`config.mk`:
```
export PLATFORM = sky130hd
export DESIGN_NAME = load_return_unit
export DESIGN_NICKNAME = d
export VERILOG_FILES = /design/src/rtl/load_return_unit.sv
export SDC_FILE = /design/constraint.sdc
export NUM_CORES = 1
export LEC_CHECK = 0
export CORE_ASPECT_RATIO = 1.25
export CORE_MARGIN = 4
export CORE_UTILIZATION = 49
export DETAILED_ROUTE_END_ITERATION = 8
export GPL_ROUTABILITY_DRIVEN = 1
export PLACE_DENSITY = 0.82
export SYNTH_ARGS = -nofsm -noshare
export SYNTH_HDL_FRONTEND = slang
export SYNTH_SLANG_ARGS = --single-unit
export TNS_END_PERCENT = 10
```
`constraint.sdc`:
```
create_clock -name clk -period 3.3 [get_ports clk]
set_clock_uncertainty 0.15 [all_clocks]
set_input_delay 0.495 -clock clk [delete_from_list [all_inputs] [get_ports clk]]
set_output_delay 0.495 -clock clk [all_outputs]
set_load 0.02 [all_outputs]
```
`src/rtl/load_return_unit.sv`:
```
// Load return path: queues load metadata, pairs in-order memory returns,
// extracts/extends the addressed byte/half. Optional LOAD_ALIGN_CHECK_EN flags misalignment.
module load_return_unit #(
  parameter int DEPTH = 2,
  parameter int CNT_W = 2
) (
  input  logic        clk,
  input  logic        reset,
  input  logic        flush,
  input  logic        req_valid,
  output logic        req_ready,
  input  logic [1:0]  req_addr_low,
  input  logic [2:0]  req_type,
  input  logic        req_signed,
  input  logic        mem_rvalid,
  output logic        mem_rready,
  input  logic [31:0] mem_rdata,
  output logic        rsp_valid,
  input  logic        rsp_ready,
  output logic [31:0] rsp_data,
  output logic        rsp_err,
  output logic        busy
);

  localparam int PTR_W = (DEPTH > 1) ? $clog2(DEPTH) : 1;
  localparam logic [2:0] T_BYTE = 3'd0;
  localparam logic [2:0] T_HALF = 3'd1;

  typedef enum logic [1:0] {IDLE, ACTIVE, DRAIN} state_e;

  state_e             state_q, state_d;
  logic [CNT_W-1:0]   count_q, count_d;
  logic [CNT_W-1:0]   drop_q, drop_d;
  logic [PTR_W-1:0]   wr_ptr_q, wr_ptr_d;
  logic [PTR_W-1:0]   rd_ptr_q, rd_ptr_d;
  logic               rsp_valid_q, rsp_valid_d;
  logic [31:0]        rsp_data_q, rsp_data_d;
  logic               rsp_err_q, rsp_err_d;

  logic [1:0]         addr_q [DEPTH];
  logic [2:0]         type_q [DEPTH];
  logic               sgn_q  [DEPTH];

  logic        push, pop, drain, mem_fire, drop_ret;
  logic [1:0]  hd_addr;
  logic [2:0]  hd_type;
  logic        hd_sgn;
  logic [7:0]  byte_v;
  logic [15:0] half_v;
  logic [31:0] ext;
  logic        mis;

  assign drain      = (state_q == DRAIN);
  assign req_ready  = (count_q < CNT_W'(DEPTH)) & ~flush;
  assign mem_rready = drain |
                      ((count_q != '0) & (~rsp_valid_q | rsp_ready));
  assign push       = req_valid & req_ready;
  assign mem_fire   = mem_rvalid & mem_rready;
  assign pop        = mem_fire & ~drain;
  assign drop_ret   = mem_fire & drain;

  assign hd_addr = addr_q[rd_ptr_q];
  assign hd_type = type_q[rd_ptr_q];
  assign hd_sgn  = sgn_q[rd_ptr_q];

  always_comb begin
    byte_v = mem_rdata[7:0];
    unique case (hd_addr)
      2'd0: byte_v = mem_rdata[7:0];
      2'd1: byte_v = mem_rdata[15:8];
      2'd2: byte_v = mem_rdata[23:16];
      2'd3: byte_v = mem_rdata[31:24];
    endcase
    half_v = hd_addr[1] ? mem_rdata[31:16] : mem_rdata[15:0];
    ext = mem_rdata;
    unique case (hd_type)
      T_BYTE:  ext = {{24{hd_sgn & byte_v[7]}}, byte_v};
      T_HALF:  ext = {{16{hd_sgn & half_v[15]}}, half_v};
      default: ext = mem_rdata;
    endcase
`ifdef LOAD_ALIGN_CHECK_EN
    unique case (hd_type)
      T_BYTE:  mis = 1'b0;
      T_HALF:  mis = hd_addr[0];
      default: mis = (hd_addr != 2'd0);
    endcase
    if (mis) ext = '0;
`else
    mis = 1'b0;
`endif
  end

  always_comb begin
    count_d  = count_q + CNT_W'(push) - CNT_W'(pop);
    wr_ptr_d = wr_ptr_q + PTR_W'(push);
    rd_ptr_d = rd_ptr_q + PTR_W'(pop);
    // a return accepted in the flush cycle is discarded, not counted as pending
    drop_d   = drop_q - CNT_W'(drop_ret) +
               (flush ? (count_q - CNT_W'(pop)) : '0);
    rsp_valid_d = rsp_valid_q;
    rsp_data_d  = rsp_data_q;
    rsp_err_d   = rsp_err_q;
    state_d     = state_q;
    if (flush) begin
      count_d     = '0;
      wr_ptr_d    = '0;
      rd_ptr_d    = '0;
      rsp_valid_d = 1'b0;
      state_d     = (drop_d != '0) ? DRAIN : IDLE;
    end else begin
      if (pop) begin
        rsp_valid_d = 1'b1;
        rsp_data_d  = ext;
        rsp_err_d   = mis;
      end else if (rsp_ready) begin
        rsp_valid_d = 1'b0;
      end
      unique case (state_q)
        IDLE:    state_d = push ? ACTIVE : IDLE;
        ACTIVE:  state_d = (count_d == '0) ? IDLE : ACTIVE;
        DRAIN:   state_d = (drop_d != '0) ? DRAIN :
                           (count_d != '0) ? ACTIVE : IDLE;
        default: state_d = IDLE;
      endcase
    end
  end

  always_ff @(posedge clk or posedge reset) begin
    if (reset) begin
      state_q     <= IDLE;
      count_q     <= '0;
      drop_q      <= '0;
      wr_ptr_q    <= '0;
      rd_ptr_q    <= '0;
      rsp_valid_q <= 1'b0;
      rsp_data_q  <= '0;
      rsp_err_q   <= 1'b0;
      for (int i = 0; i < DEPTH; i++) begin
        addr_q[i] <= '0;
        type_q[i] <= '0;
        sgn_q[i]  <= 1'b0;
      end
    end else begin
      state_q     <= state_d;
      count_q     <= count_d;
      drop_q      <= drop_d;
      wr_ptr_q    <= wr_ptr_d;
      rd_ptr_q    <= rd_ptr_d;
      rsp_valid_q <= rsp_valid_d;
      rsp_data_q  <= rsp_data_d;
      rsp_err_q   <= rsp_err_d;
      if (push) begin
        addr_q[wr_ptr_q] <= req_addr_low;
        type_q[wr_ptr_q] <= req_type;
        sgn_q[wr_ptr_q]  <= req_signed;
      end
    end
  end

  assign rsp_valid = rsp_valid_q;
  assign rsp_data  = rsp_data_q;
  assign rsp_err   = rsp_err_q;
  assign busy      = (count_q != '0) | (drop_q != '0) | rsp_valid_q;

endmodule
```
* Yosys cells after proc, flatten, opt, wreduce, memory -nomap -nowiden
Cells that the tools add are included.
Cells by class: $lt $le $gt $ge 4, bitwise operators 17, add/sub/neg operators 7, multiplexer cells 35, equal/unequal tests 6, reductions and logical operators 11
Operators with widths (count):
- $pmux 32 s2 | 1
- $pmux 8 s4 | 1
- $mux 2 | 9
- $mux 16 | 1
- $mux 1 | 12
- $mux 3 | 4
- $and 1x1->1 | 8
- $reduce_bool 2->1 | 4
- $bwmux 6 | 1
- $eq 2x2->1 const B | 3
- $logic_not 2->1 | 3
- $pmux 2 s3 | 1
- $sub 2x1->2 | 3
- $bwmux 4 | 1
- $eq 2x1->1 const B | 2
- $ge 2x2->1 const B | 2
- $not 1->2 | 2
- $or 1x1->1 | 4
- $demux 3 s1 | 1
- $eq 3x1->1 const B | 1
- $logic_not 3->1 | 1
- $not 1->1 | 3
- $reduce_bool 3->1 | 1
- $add 1x1->1 | 2
- 9 further kinds | 9
Word-level totals: output and inout bits 37, word-level logic and storage cells 93, bits in registers 53, bits of input ports 44

* Logic depth before layout (Yosys ltp)
depth after elaboration 13, mapped depth 12, mapped depth without buffers 12

* Worst setup path before layout
No wires, ideal clock.
path type input port to flip-flop, from input port rsp_ready, to register state_q[0], slack 0.587 ns, stages 12, library setup time 0.082 ns, arrival 2.481 ns, cells stage by stage nand2b_1 -> nand4b_4 -> xnor2_1 -> nand2_1 -> ha_1 -> inv_1 -> ha_1 -> xor2_1 -> xnor2_1 -> xor2_1 -> a2111o_1 -> a31oi_1
On the way: cells in the longest elaborated chain, start to end 12, elaborated cells on any way between the ends 19, classes of those cells add/sub (4); mux (6); bitwise (6); reduce/logical (3)
RTL lines:
- start, declared | RTL line 19 | input logic rsp_ready,
- $or 1x1->1 (*) | RTL line 56 | ((count_q != '0) & (~rsp_valid_q | rsp_ready));
- $and 1x1->1 (*) | RTL line 56
- $or 1x1->1 (*) | RTL line 55 | assign mem_rready = drain |
- $and 1x1->1 (*) | RTL line 58 | assign mem_fire = mem_rvalid & mem_rready;
- $and 1x1->1 | RTL line 59 | assign pop = mem_fire & ~drain;
- $sub 2x1->2 | RTL line 99 | (flush ? (count_q - CNT_W'(pop)) : '0);
- $mux 2 | RTL line 99
- $add 2x2->2 (*) | RTL line 98 | drop_d = drop_q - CNT_W'(drop_ret) +
- net drop_d[1] | RTL line 33 | logic [CNT_W-1:0] drop_q, drop_d;
- $reduce_bool 2->1 (*) | RTL line 121 | DRAIN: state_d = (drop_d != '0) ? DRAIN :
- $mux 2 (*) | RTL line 121
- $pmux 2 s3 (*) | RTL line 118 | unique case (state_q)
- $mux 2 (*) | RTL line 104 | if (flush) begin
- net state_d[0] | RTL line 31 | state_e state_q, state_d;
- end signal, assigned | RTL line 144 | state_q <= state_d;
- end, declared | RTL line 31
Mark *: on every way through the listed nets, which the timed path passes. The rest lies on a longest branch. A chain may end at the register's enable or synchronous reset.

* Final worst setup path
Same ends and word-level chain as after synthesis.

==> reports/results.tsv <==
metric	value	unit
ctsLongestPathBuffers	2	
diodes	0	
post_drt_wl_per_cell	16.3	microns
synthDistinctLibCells	50	
ioPinCount	81	
postLayoutSetupSlackWorst	0.393	ns
syn_nets	402	
dp_cells	501	
place.gp.congestion	0.944	
post_cts_buffers	0	
cts_tree	done	
grt_pass1_vias	2854	
relSlewSlack	0.522	
period_share	0.881	
clkSinkCount	53	
worst_ep_required_time	3.37	ns
netlist_top_cells_count	dfrtp_1 (53), nand2_1 (46), nor2_1 (44), o21ai_0 (30), a21oi_1 (21)	
cts_root_buf	clkbuf_8	
p_leak	0.00167	uW
fp.dieArea	7780	sq um
status	completed	
maxCapViolations	0	
setup_tns	0	ns
synth_flop_cell	dfrtp_1	
irDropWorstVdd	0.508	mV
post_cts_resized	0	
path_clk_slew	0.09	ns
power.density	928	nW/um^2
path_class	in2reg	
timing.hold.ws	0.216	ns
synth_cells	353	
ys_ff_latch	53	
synth_seq_area_share	0.421	
avgSynthCellArea	8.92	sq um
drt_pass1_iterations	8	
hold_buffers	0	
nNetsFinal	472	
yosys.area.top_type_share	0.421	
final.min_clock_period	2.91	ns
cp-end-kind	register	
vias_per_cell	5.65	
worstPathArrival	2.98	ns
core_area	6210	sq um
grt_usage	0.216	
post-dp-hpwl	6320	microns
antenna_left	0	
grt-ovfl-total	0	
antenna_found_initial	0	
vias	2878	
drc	0	
tightest_slew	0.716	ns
yosys_warnings	0	
fmax	344	MHz
setup_viol	0	
insertion_delay	0.29	ns
grt_start_max_net_pins	44	
grt_pass1_wl	13700	microns
fp.dieH	97.7	microns
synth_area	3150	sq um
rows	32	
hold_path_class	in2async	
drive_above_1_share	0.0943	
cp_max_fo	3	
cts_htree_levels	2	
rsz0062_at_grt	no	
portBuffers	79	
stdcell_count	509	
ys_top_cells_by_area	dfrtp_1 (42%), nand2_1 (5.5%), nor2_1 (5.2%)	
synth_edf_count	0	
chipWidth	79.7	microns
synth_most_common_cell	dfrtp_1	
cts_buffers	5	
nFillCells	530	
synth-async-reset-ratio	1.00	
yosysTopAreaCell	dfrtp_1	
register_area	1330	sq um
final_util	0.656	
multiInputGateArea	1650	sq um
post-place-ws	0.0594	ns
slew_viol_final	0	
wirelength	8300	microns
drt_iter0_markers	332	
initial_core_util	0.508	
syn2layout_area_growth	29.2	%
hold_viol_final	0	
cp-start-kind	input pin	
flip-flops by register name (all words and copies together) (netlist names):
signal / count
addr_q: 4
count_q: 2
drop_q: 2
rd_ptr_q: 1
rsp_data: 32
rsp_valid: 1
sgn_q: 2
state_q: 2
type_q: 6
wr_ptr_q: 1
cell families (layout without fill, tap and decap cells):
family          Yosys count  in the layout  synth area share
xor+xnor                  7              7            0.0195
buf+inv                  38            109            0.0572
mux                      22             22            0.0822
compound gates          112            112             0.238
flops                    53             53             0.421
other cells               1              1           0.00119
fa+ha+maj                 5              5            0.0199
simple gates            115            115             0.161
cell usage in the layout (no fill, tap or decap), drive strengths merged, types with 4 or more instances in the layout:
cell type      instances
dfrtp                 53
clkdlybuf4s50         79
nor2                  44
mux2                  11
ha                     5
o21ai                 34
clkbuf                 8
a221oi                 5
o22ai                  7
xor2                   4
or3                    8
a31oi                 18
mux2i                 11
buf                   10
inv                   12
a21oi                 22
a211oi                 6
nand2                 47
a21o                   7
area by class of cell:
type	instances	area share
multi-input cells	262	0.405
flip-flops and latches	53	0.326
repair buffers	89	0.213
well taps	85	0.0261
clock buffers	8	0.0197
inverters	12	0.0111
report_power, final:
group	total [uW]	internal [uW]	leakage (uW)	switching, uW
Clock	347	151	0.0000395	195
Sequential	1240	957	0.000638	287
Combinational	2190	1010	0.000997	1180
worst paths after layout:
check	from	end	slack (ns)	cells past startpoint
max reg2reg	count_q[0]	state_q[0]	0.59	12
min	reset	rsp_data[23]	0.22	2
max in group asynchronous	reset	rsp_data[11]	2.28	3
max	rsp_ready	state_q[0]	0.39	13
min reg2reg	rsp_data[5]	rsp_data[5]	0.34	2
min in group clk	rsp_data[5]	rsp_data[5]	0.34	2
layer usage:
metal / wire (microns) / global-route usage / vias to the layer above
li1: - / - / 1394
met2: 4110 / 0.370 / 125
met5: 0 / 0 / -
met4: 159 / 0.0728 / 0
met3: 594 / 0.0501 / 16
met1: 3430 / 0.263 / 1343
stage by stage:
step | area [sq um] | power (uW)
after floorplan | 3150 | 2660
after global placement | 3990 | 3370
after detailed placement | 3990 | 3440
after CTS | 4070 | 3780
after global routing | 4070 | 4060
final | 4070 | 3780
worst max-delay path, stage by stage:
cell and delay [ns]:
clkdlybuf4s50_1 0.45, nand2b_1 0.19, nand4b_4 0.13, xnor2_1 0.14
nand2_1 0.07, ha_1 0.26, inv_1 0.04, ha_1 0.17
xor2_1 0.15, xnor2_1 0.14, xor2_1 0.17, a2111o_1 0.41
a31oi_1 0.17
Power figures use the tool's default switching activity.
